**src/rtl/glitch_pkg.sv**
```systemverilog
// Shared definitions for the glitch sequencer: instruction layout, opcodes and FSM states.
package glitch_pkg;

  localparam int INSTR_W = 12;
  localparam int DELAY_W = 32;

  localparam logic [1:0] OP_SEND  = 2'b00;
  localparam logic [1:0] OP_WAIT  = 2'b01;
  localparam logic [1:0] OP_LDDLY = 2'b10;
  localparam logic [1:0] OP_HALT  = 2'b11;

  localparam int OP_MSB   = 11;
  localparam int OP_LSB   = 10;
  localparam int EN_BIT   = 9;
  localparam int OPND_MSB = 8;
  localparam int OPND_LSB = 1;
  localparam int FLAG_BIT = 0;

  typedef enum logic [2:0] {
    S_IDLE,
    S_FETCH,
    S_EXEC,
    S_SEND,
    S_GLITCH,
    S_LDWAIT,
    S_WAIT,
    S_DONE
  } state_t;

endpackage

```
**src/rtl/glitch_sequencer_delay_counter.sv**
```systemverilog
// Loadable 32-bit down-counter with repeat count; done marks the last stall cycle.
module delay_counter
  import glitch_pkg::*;
(
  input  logic               clk,
  input  logic               reset,
  input  logic               cap,
  input  logic [DELAY_W-1:0] cap_val,
  input  logic               go,
  input  logic [7:0]         rpt_in,
  output logic               zero,
  output logic               done
);

  logic [DELAY_W-1:0] dly_q, dly_d;
  logic [DELAY_W-1:0] dcnt_q, dcnt_d;
  logic [7:0]         rpt_q, rpt_d;
  logic               act_q, act_d;

  // dly_q keeps the captured delay so dcnt can be reloaded for each repeat.
  always_comb begin
    dly_d  = dly_q;
    dcnt_d = dcnt_q;
    rpt_d  = rpt_q;
    act_d  = act_q;
    if (cap) begin
      dly_d  = cap_val;
      dcnt_d = cap_val;
      act_d  = 1'b0;
    end else if (go) begin
      dcnt_d = dly_q;
      rpt_d  = (rpt_in == 8'd0) ? 8'd1 : rpt_in;
      act_d  = (dly_q != '0);
    end else if (act_q) begin
      if (dcnt_q > 32'd1) begin
        dcnt_d = dcnt_q - 32'd1;
      end else if (rpt_q > 8'd1) begin
        rpt_d  = rpt_q - 8'd1;
        dcnt_d = dly_q;
      end else begin
        dcnt_d = '0;
        rpt_d  = '0;
        act_d  = 1'b0;
      end
    end
  end

  always_ff @(posedge clk or negedge reset) begin
    if (!reset) begin
      dly_q  <= '0;
      dcnt_q <= '0;
      rpt_q  <= '0;
      act_q  <= 1'b0;
    end else begin
      dly_q  <= dly_d;
      dcnt_q <= dcnt_d;
      rpt_q  <= rpt_d;
      act_q  <= act_d;
    end
  end

  assign zero = (dly_q == '0);
  assign done = act_q && (dcnt_q == 32'd1) && (rpt_q == 8'd1);

endmodule

```
**src/rtl/glitch_sequencer.sv**
```systemverilog
// Executes 12-bit program ROM words: emits bytes, fires glitch pulses, stalls on loaded delays, halts.
module glitch_sequencer
  import glitch_pkg::*;
#(
  parameter int PROG_LEN  = 14,
  parameter int FETCH_LAT = 2,
  parameter int GLITCH_W  = 4
) (
  input  logic               clk,
  input  logic               reset,
  input  logic               start,
  input  logic [INSTR_W-1:0] instr,
  input  logic [DELAY_W-1:0] delay_len,
  output logic [7:0]         instr_pt,
  output logic [7:0]         delay_num,
  output logic [7:0]         out_data,
  output logic               out_valid,
  input  logic               out_ready,
  output logic               glitch,
  output logic               busy,
  output logic               done,
  output logic               err
);

  state_t     state_q, state_d;
  logic [7:0] instr_pt_q, instr_pt_d;
  logic [7:0] delay_num_q, delay_num_d;
  logic [7:0] out_data_q, out_data_d;
  logic       out_valid_q, out_valid_d;
  logic       glitch_q, glitch_d;
  logic       busy_q, busy_d;
  logic       done_q, done_d;
  logic       err_q, err_d;
  logic       flag_q, flag_d;
  logic [7:0] fcnt_q, fcnt_d;
  logic [7:0] gcnt_q, gcnt_d;

  logic       adv;
  logic       dc_cap, dc_go, dc_zero, dc_done;
  logic [8:0] nxt_pt;
  logic [1:0] op;
  logic [7:0] operand;

  assign op      = instr[OP_MSB:OP_LSB];
  assign operand = instr[OPND_MSB:OPND_LSB];
  // 9-bit so that 255+1 cannot wrap back into range.
  assign nxt_pt  = {1'b0, instr_pt_q} + 9'd1;

  delay_counter u_delay_counter (
    .clk     (clk),
    .reset   (reset),
    .cap     (dc_cap),
    .cap_val (delay_len),
    .go      (dc_go),
    .rpt_in  (operand),
    .zero    (dc_zero),
    .done    (dc_done)
  );

  always_comb begin
    state_d     = state_q;
    instr_pt_d  = instr_pt_q;
    delay_num_d = delay_num_q;
    out_data_d  = out_data_q;
    out_valid_d = out_valid_q;
    glitch_d    = glitch_q;
    err_d       = err_q;
    flag_d      = flag_q;
    fcnt_d      = fcnt_q;
    gcnt_d      = gcnt_q;
    adv         = 1'b0;
    dc_cap      = 1'b0;
    dc_go       = 1'b0;

    case (state_q)
      S_IDLE, S_DONE: begin
        if (start) begin
          err_d      = 1'b0;
          instr_pt_d = '0;
          fcnt_d     = '0;
          state_d    = S_FETCH;
        end
      end
      S_FETCH: begin
        if (fcnt_q == 8'(FETCH_LAT - 1)) state_d = S_EXEC;
        else                              fcnt_d  = fcnt_q + 8'd1;
      end
      S_EXEC: begin
        if (!instr[EN_BIT]) begin
          adv = 1'b1;
        end else begin
          case (op)
            OP_SEND: begin
              out_data_d  = operand;
              out_valid_d = 1'b1;
              flag_d      = instr[FLAG_BIT];
              state_d     = S_SEND;
            end
            OP_LDDLY: begin
              delay_num_d = operand;
              fcnt_d      = '0;
              state_d     = S_LDWAIT;
            end
            OP_WAIT: begin
              if (dc_zero) begin
                adv = 1'b1;
              end else begin
                dc_go   = 1'b1;
                state_d = S_WAIT;
              end
            end
            default: state_d = S_DONE;
          endcase
        end
      end
      S_SEND: begin
        if (out_ready) begin
          out_valid_d = 1'b0;
          if (flag_q) begin
            glitch_d = 1'b1;
            gcnt_d   = '0;
            state_d  = S_GLITCH;
          end else begin
            adv = 1'b1;
          end
        end
      end
      S_GLITCH: begin
        if (gcnt_q == 8'(GLITCH_W - 1)) begin
          glitch_d = 1'b0;
          adv      = 1'b1;
        end else begin
          gcnt_d = gcnt_q + 8'd1;
        end
      end
      // The extra cycle past FETCH_LAT lets the delay word settle, matching FETCH+EXEC.
      S_LDWAIT: begin
        if (fcnt_q == 8'(FETCH_LAT)) begin
          dc_cap = 1'b1;
          adv    = 1'b1;
        end else begin
          fcnt_d = fcnt_q + 8'd1;
        end
      end
      S_WAIT: begin
        if (dc_done) adv = 1'b1;
      end
      default: state_d = S_IDLE;
    endcase

    if (adv) begin
      if (nxt_pt < 9'(PROG_LEN)) begin
        instr_pt_d = nxt_pt[7:0];
        fcnt_d     = '0;
        state_d    = S_FETCH;
      end else begin
        err_d   = 1'b1;
        state_d = S_DONE;
      end
    end

    busy_d = !(state_d inside {S_IDLE, S_DONE});
    done_d = (state_d == S_DONE);
  end

  always_ff @(posedge clk or negedge reset) begin
    if (!reset) begin
      state_q     <= S_IDLE;
      instr_pt_q  <= '0;
      delay_num_q <= '0;
      out_data_q  <= '0;
      out_valid_q <= 1'b0;
      glitch_q    <= 1'b0;
      busy_q      <= 1'b0;
      done_q      <= 1'b0;
      err_q       <= 1'b0;
      flag_q      <= 1'b0;
      fcnt_q      <= '0;
      gcnt_q      <= '0;
    end else begin
      state_q     <= state_d;
      instr_pt_q  <= instr_pt_d;
      delay_num_q <= delay_num_d;
      out_data_q  <= out_data_d;
      out_valid_q <= out_valid_d;
      glitch_q    <= glitch_d;
      busy_q      <= busy_d;
      done_q      <= done_d;
      err_q       <= err_d;
      flag_q      <= flag_d;
      fcnt_q      <= fcnt_d;
      gcnt_q      <= gcnt_d;
    end
  end

  assign instr_pt  = instr_pt_q;
  assign delay_num = delay_num_q;
  assign out_data  = out_data_q;
  assign out_valid = out_valid_q;
  assign glitch    = glitch_q;
  assign busy      = busy_q;
  assign done      = done_q;
  assign err       = err_q;

endmodule

```
**config.mk**
```make
export PLATFORM = sky130hd
export DESIGN_NAME = glitch_sequencer
export DESIGN_NICKNAME = d
export VERILOG_FILES = /design/src/rtl/glitch_pkg.sv /design/src/rtl/glitch_sequencer_delay_counter.sv /design/src/rtl/glitch_sequencer.sv
export SDC_FILE = /design/constraint.sdc
export NUM_CORES = 1
export LEC_CHECK = 0
export BUFFER_PORTS_ARGS = -buffer_cell sky130_fd_sc_hd__buf_2
export CAP_MARGIN = 30
export CELL_PAD_IN_SITES_DETAIL_PLACEMENT = 0
export CELL_PAD_IN_SITES_GLOBAL_PLACEMENT = 2
export CORE_MARGIN = 3
export CORE_UTILIZATION = 34
export CTS_BUF_LIST = sky130_fd_sc_hd__clkbuf_2
export DETAILED_ROUTE_END_ITERATION = 7
export GPL_TIMING_DRIVEN = 0
export PLACE_DENSITY = 0.78
export SLEW_MARGIN = 20
export SYNTH_ARGS = -nofsm -noshare
export SYNTH_HDL_FRONTEND = slang
export SYNTH_SLANG_ARGS = --single-unit
```
**constraint.sdc**
```tcl
create_clock -name clk -period 2.3 [get_ports clk]
set_input_delay 0.23 -clock clk [delete_from_list [all_inputs] [get_ports clk]]
set_output_delay 0.23 -clock clk [all_outputs]
set_load 0.01 [all_outputs]
```
Word-level counts from Yosys, hierarchy flattened

Index checks and enable logic that the tools add are counted.

Logic and storage cells: 135
Bits of input ports: 48
Output and inout port bits: 29
Bits in registers: 122

Add/subtract/negate cells: 5
Bitwise gates (word level): 1
Reductions and logical operators: 21
Magnitude comparators: 3
Mux-type cells: 67
Eq/ne operators: 22

Operator list:

| kind                                                                    | number |
|---|---|
| 32-bit two-way mux                                                      | 5 |
| 8-bit two-way mux                                                       | 19 |
| 32-bit by 1-bit equality test with 1-bit output (second input constant) | 1 |
| 32-bit by 1-bit > comparator with 1-bit output (second input constant)  | 1 |
| 32-bit zero test                                                        | 1 |
| 8-bit case mux with 4 select lines                                      | 1 |
| 32-bit nonzero test                                                     | 1 |
| 32-bit by 1-bit subtractor with 32-bit output (second input constant)   | 1 |
| 1-bit two-way mux                                                       | 28 |
| 3-bit two-way mux                                                       | 8 |
| 8-bit by 1-bit adder with 8-bit output (second input constant)          | 2 |
| 8-bit by 1-bit equality test with 1-bit output (second input constant)  | 2 |
| 8-bit by 2-bit equality test with 1-bit output (second input constant)  | 2 |
| 8-bit case mux with 2 select lines                                      | 1 |
| 3-bit equality test (second input constant)                             | 5 |
| 2-bit inequality test (second input constant)                           | 6 |
| 3-bit case mux with 4 select lines                                      | 1 |
| 4-bit AND reduction                                                     | 3 |
| 8-bit by 1-bit adder with 9-bit output (second input constant)          | 1 |
| 9-bit by 4-bit < comparator with 1-bit output (second input constant)   | 1 |
| 3-bit case mux with 3 select lines                                      | 1 |
| 3-bit AND reduction                                                     | 3 |
| 8-bit by 1-bit > comparator with 1-bit output (second input constant)   | 1 |
| 8-bit zero test                                                         | 1 |
| other kinds (16)                                                        | 23 |

Longest topological paths before layout

Depth in word-level cells: 9
Mapped depth: 9

By module

From an unflattened synthesis, not the netlist that was laid out.

Cells, all modules: 715
Area, all modules: 6,897.9 µm²

Modules (own cells, without submodules):

| module           | cells an instance | sequential area each (µm²) | area an instance (µm²) | instances |
|---|---|---|---|---|
| delay_counter    | 471               | 1,826.8                    | 4,314.1                | 1 |
| glitch_sequencer | 244               | 1,226.2                    | 2,583.7                | 1 |

Least setup slack after synthesis

OpenSTA, ideal clock, no wires.

Kind: register to register
Start: register u_delay_counter.rpt_q[4]
End: register instr_pt_q[2] (netlist: instr_pt[2])
Clock period less this slack: 2.531 ns
Cell stages (with the launch flop): 9
Path buffers: 2
Library setup time: 0.120 ns
Path slack: -0.231 ns
Arrival time: 2.411 ns
Data required time: 2.180 ns
Path through: dfrtp_1 or4_1 clkbuf_1 or4_1 nor4_2 nor3_2 nand2b_4 buf_6 a31o_1

Longest elaborated chain between the ends: 5

RTL lines:

| element                                        | RTL line                             | RTL |
|---|---|---|
| start, declared                                | glitch_sequencer_delay_counter.sv:17 | `logic [7:0] rpt_q, rpt_d;` |
| start signal, assigned                         | glitch_sequencer_delay_counter.sv:57 | `rpt_q <= rpt_d;` |
| 8-bit by 1-bit equality test with 1-bit output | glitch_sequencer_delay_counter.sv:63 | `assign done = act_q && (dcnt_q == 32'd1) && (rpt_q == 8'd1);` |
| 1-bit logical AND                              | glitch_sequencer_delay_counter.sv:63 |  |
| 1-bit two-way mux                              | glitch_sequencer.sv:146              | `if (dc_done) adv = 1'b1;` |
| 1-bit case mux with 5 select lines             | glitch_sequencer.sv:75               | `case (state_q)` |
| 8-bit two-way mux                              | glitch_sequencer.sv:151              | `if (adv) begin` |
| via instr_pt_d[2]                              | glitch_sequencer.sv:26               | `logic [7:0] instr_pt_q, instr_pt_d;` |
| end signal, assigned                           | glitch_sequencer.sv:182              | `instr_pt_q <= instr_pt_d;` |
| end, declared                                  | glitch_sequencer.sv:26               |  |

The timed path passes the listed nets, and every way through them passes these cells.
A chain may end at the register's enable or synchronous reset.

Final worst setup path

Start: register u_delay_counter.dcnt_q[18]
End: register u_delay_counter.dcnt_q[7]

Longest elaborated chain between the ends: 5

RTL lines:

| element                                        | RTL line                             | RTL |
|---|---|---|
| start, declared                                | glitch_sequencer_delay_counter.sv:16 | `logic [DELAY_W-1:0] dcnt_q, dcnt_d;` |
| start signal, assigned                         | glitch_sequencer_delay_counter.sv:56 | `dcnt_q <= dcnt_d;` |
| 32-bit by 1-bit > comparator with 1-bit output | glitch_sequencer_delay_counter.sv:35 | `if (dcnt_q > 32'd1) begin` |
| 32-bit two-way mux                             | glitch_sequencer_delay_counter.sv:35 |  |
| 32-bit two-way mux                             | glitch_sequencer_delay_counter.sv:34 | `end else if (act_q) begin` |
| 32-bit two-way mux                             | glitch_sequencer_delay_counter.sv:30 | `end else if (go) begin` |
| 32-bit two-way mux                             | glitch_sequencer_delay_counter.sv:26 | `if (cap) begin` |

Every way passes these cells. The select of a mux whose other input is x is not followed.

==> results.toml <==
[critical_path]
critical_path_arrival_ns = 3.08
critPathLaunchType = "flop"
crit_path_start = "u_delay_counter.dcnt_q[18]$_DFFE_PN0P_"
critical_path_peak_fanout = 5
rr_startpoint = "u_delay_counter.dcnt_q[18]$_DFFE_PN0P_"
worstPathRequired_ns = 2.94
r2r_cells = 7
worstSetupEndpointType = "flop"
critical_path_class = "reg -> reg"

[final_layout]
fillCellCount = 1867
area_growth_syn_to_layout_pct = 43.7
fin_area_sq_mm = 0.00962
layout-drive-gt1-share = 0.345
nets = 1017

[placed_design]
place.gp.congestion = 0.823
dp_hpwl_mm = 15.2
io_buffers = 76
placed_cell_area_sq_mm = 0.00753

[sta]
fin_crit_sh = 1.06
skew_ns = 0.0523
setup_violations = 39
grt_setup_unrepaired = "yes"
timing.final.ws_setup_ns = -0.139
max_freq_mhz = 410
tightest_slew_ns = 0.678
fin_crit_ns = 2.44
drv_slew = 0
slew_headroom = 0.548
hold_ws_ns = 0.201
finalHoldViolCount = 0

[synthesis]
ys_seq_area_frac = 0.456
synthTopCellsByCount = "nand2_1, dfrtp_1, nor2_1"
synth_seq_cells = 122
syn_inst = 747
async_flop_share = 1.00
syn_area_sq_mm = 0.00670
syn_nets = 804
yosys.cell_count.top_type = "nand2_1"
yosysTopAreaCell = "dfrtp_1"
avgSynthCellArea_sq_um = 8.96
synth_top_area_frac = 0.456
synth_edf_count = 0
synth_area_leaders = "dfrtp_1, nand2_1, nor2_1, mux2_2, nor4_1"
ys_types = 75
yosys_warnings = 0
synthFlopType = "dfrtp_1"

[job]
maxCapViolCount = 0

[clock_tree]
cts_root_buffer = "clkbuf_2"
htreeDepth = 4
clk_latency_ns = 0.71
clk_path_buf_depth = 2
cts_tree = "done"
cts.sinks = 122
cts_buffers = 17
cts.clk_slew.worst_paths_ns = 0.21

[min_path]
hold_depth = 5
hold_class = "in -> reg"
min_from = "instr[9]"

[detailed_routing]
vias = 6644
drc = 0
routed_wl_mm = 22.6
wl_per_cell_um = 18.3
routed_via_density = 5.38
drt_iter0_drc = 477
drt_first_pass_iters = 5
antenna_left = 0

[floorplanning]
rows = 50
io_pins = 77
die_width_um = 146
dieHeight_um = 146
die_area_sq_mm = 0.0214
start_util = 0.352
coreArea_sq_mm = 0.0190

[global_routing]
grt_max_degree = 90
antenna_found_initial = 1
grt_util_all_layers = 0.208
grt_first_pass_wirelength_mm = 35.9
grt_pass1_vias = 6678
grt-ovfl-total = 0

[status]
violations = "setup timing"
status = "finished, violations left"

[power_and_ir_drop]
max-vdd-ir-drop_v = 0.000414
power.density_mw_per_mm2 = 1000
p_leak_nw = 4.35
## per-stage QoR
stage               setup slack, ns  cells  power (mW)   util  setup TNS [ns]
floorplan                   -0.0747    747        6.00      -          -0.255
finish                       -0.139   1235        9.65  0.506           -2.78
global placement              -1.30   1083        7.09  0.394         -152.59
detailed placement            -1.33   1084        7.22  0.396          -66.65
global route                 -0.218   1235        10.4  0.506           -7.23
CTS                          -0.178   1211        9.27  0.477           -3.43
## worst paths after layout
| check | end | slack [ns] |
|---|---|---|
| max reg2reg | u_delay_counter.dcnt_q[7]$_DFFE_PN0P_ | -0.14 |
| min reg2reg | err$_DFF_PN0_ | 0.52 |
| max | u_delay_counter.dcnt_q[7]$_DFFE_PN0P_ | -0.14 |
| max in group asynchronous | u_delay_counter.dly_q[17]$_DFFE_PN0P_ | 1.22 |
| min in group asynchronous | gcnt_q[3]$_DFFE_PN0P_ | 0.56 |
| min | out_valid$_DFFE_PN0P_ | 0.20 |
## worst max-delay path: stages (launching register included)
cell,delay [ns]
dfrtp_1,0.43
or3_4,0.37
nand4b_4,0.23
or4_4,0.64
o21ai_4,0.30
buf_8,0.17
o211ai_1,0.11
nand4_1,0.12
## what timing repair did
item	in CTS	in global routing
cloned	1	1
endpoints found under the setup margin	92	91
hold buffers	49	0
resized for setup	113	93
setup buffers	48	24
pin swaps	43	35
endpoints found under the hold margin	217	0
## placed cells by master, fill, tap and decap left out, types with 7 or more instances in the layout
cell type and instances:
inv_1 13, nor2b_1 7, o311ai_1 9, dlygate4sd3_1 48
nor2_1 51, nand2_1 141, xor2_1 16, a31oi_1 8
and3_1 11, buf_4 60, ha_1 9, clkbuf_2 20
a21oi_1 16, buf_6 16, nor3_1 20, nand4_1 9
o21ai_0 16, clkbuf_1 9, mux2_2 18, o211ai_1 10
nand3_1 22, o21ai_1 16, nor4_4 16, buf_2 77
dfrtp_1 110, dfrtp_2 12, a21oi_2 9, nor4_1 8
## metal layers
metal	GRT usage	vias to the layer above	wire, um
met4	0.0532	0	354
met3	0.0528	23	1120
met5	0	-	0
met2	0.321	186	10600
met1	0.292	3252	10500
li1	-	3183	-
## cell families (layout without fill, tap and decap cells)
group	count (synthesis)	after routing	synth area share
other cells	0	2	0
simple gates	368	369	0.272
compound gates	156	156	0.163
mux	20	20	0.0333
buf+inv	50	275	0.0297
flops	122	122	0.456
fa+ha+maj	9	9	0.0168
xor+xnor	22	22	0.0288
## flip-flops by register name, summed over array words and instances (netlist names)
| register | count |
|---|---|
| out_data | 8 |
| busy | 1 |
| err | 1 |
| instr_pt | 8 |
| glitch | 1 |
| u_delay_counter.act_q | 1 |
| u_delay_counter.dcnt_q | 32 |
| u_delay_counter.rpt_q | 8 |
| flag_q | 1 |
| delay_num | 8 |
| u_delay_counter.dly_q | 32 |
| fcnt_q | 8 |
| state_q | 3 |
| gcnt_q | 8 |
| done | 1 |
| out_valid | 1 |
## report_power, final
part           total, mW  internal [mW]  switching [mW]
logic               4.37           2.00            2.37
registers           3.93           2.96           0.977
clock network       1.35          0.405           0.940
total               9.65           5.37            4.28
## layout make-up
type | count | area (sq um) | area share
plain buffers | 31 | 256 | 0.0267
inverters | 14 | 52.6 | 0.00546
clock inverters | 15 | 141 | 0.0147
well taps | 260 | 325 | 0.0338
repair buffers | 198 | 1530 | 0.159
multi-input cells | 576 | 4160 | 0.432
flip-flops and latches | 122 | 3070 | 0.319
diodes | 2 | 5.00 | 0.000520
clock buffers | 17 | 85.1 | 0.00884
No activity file was read; power rests on OpenSTA's default activity.
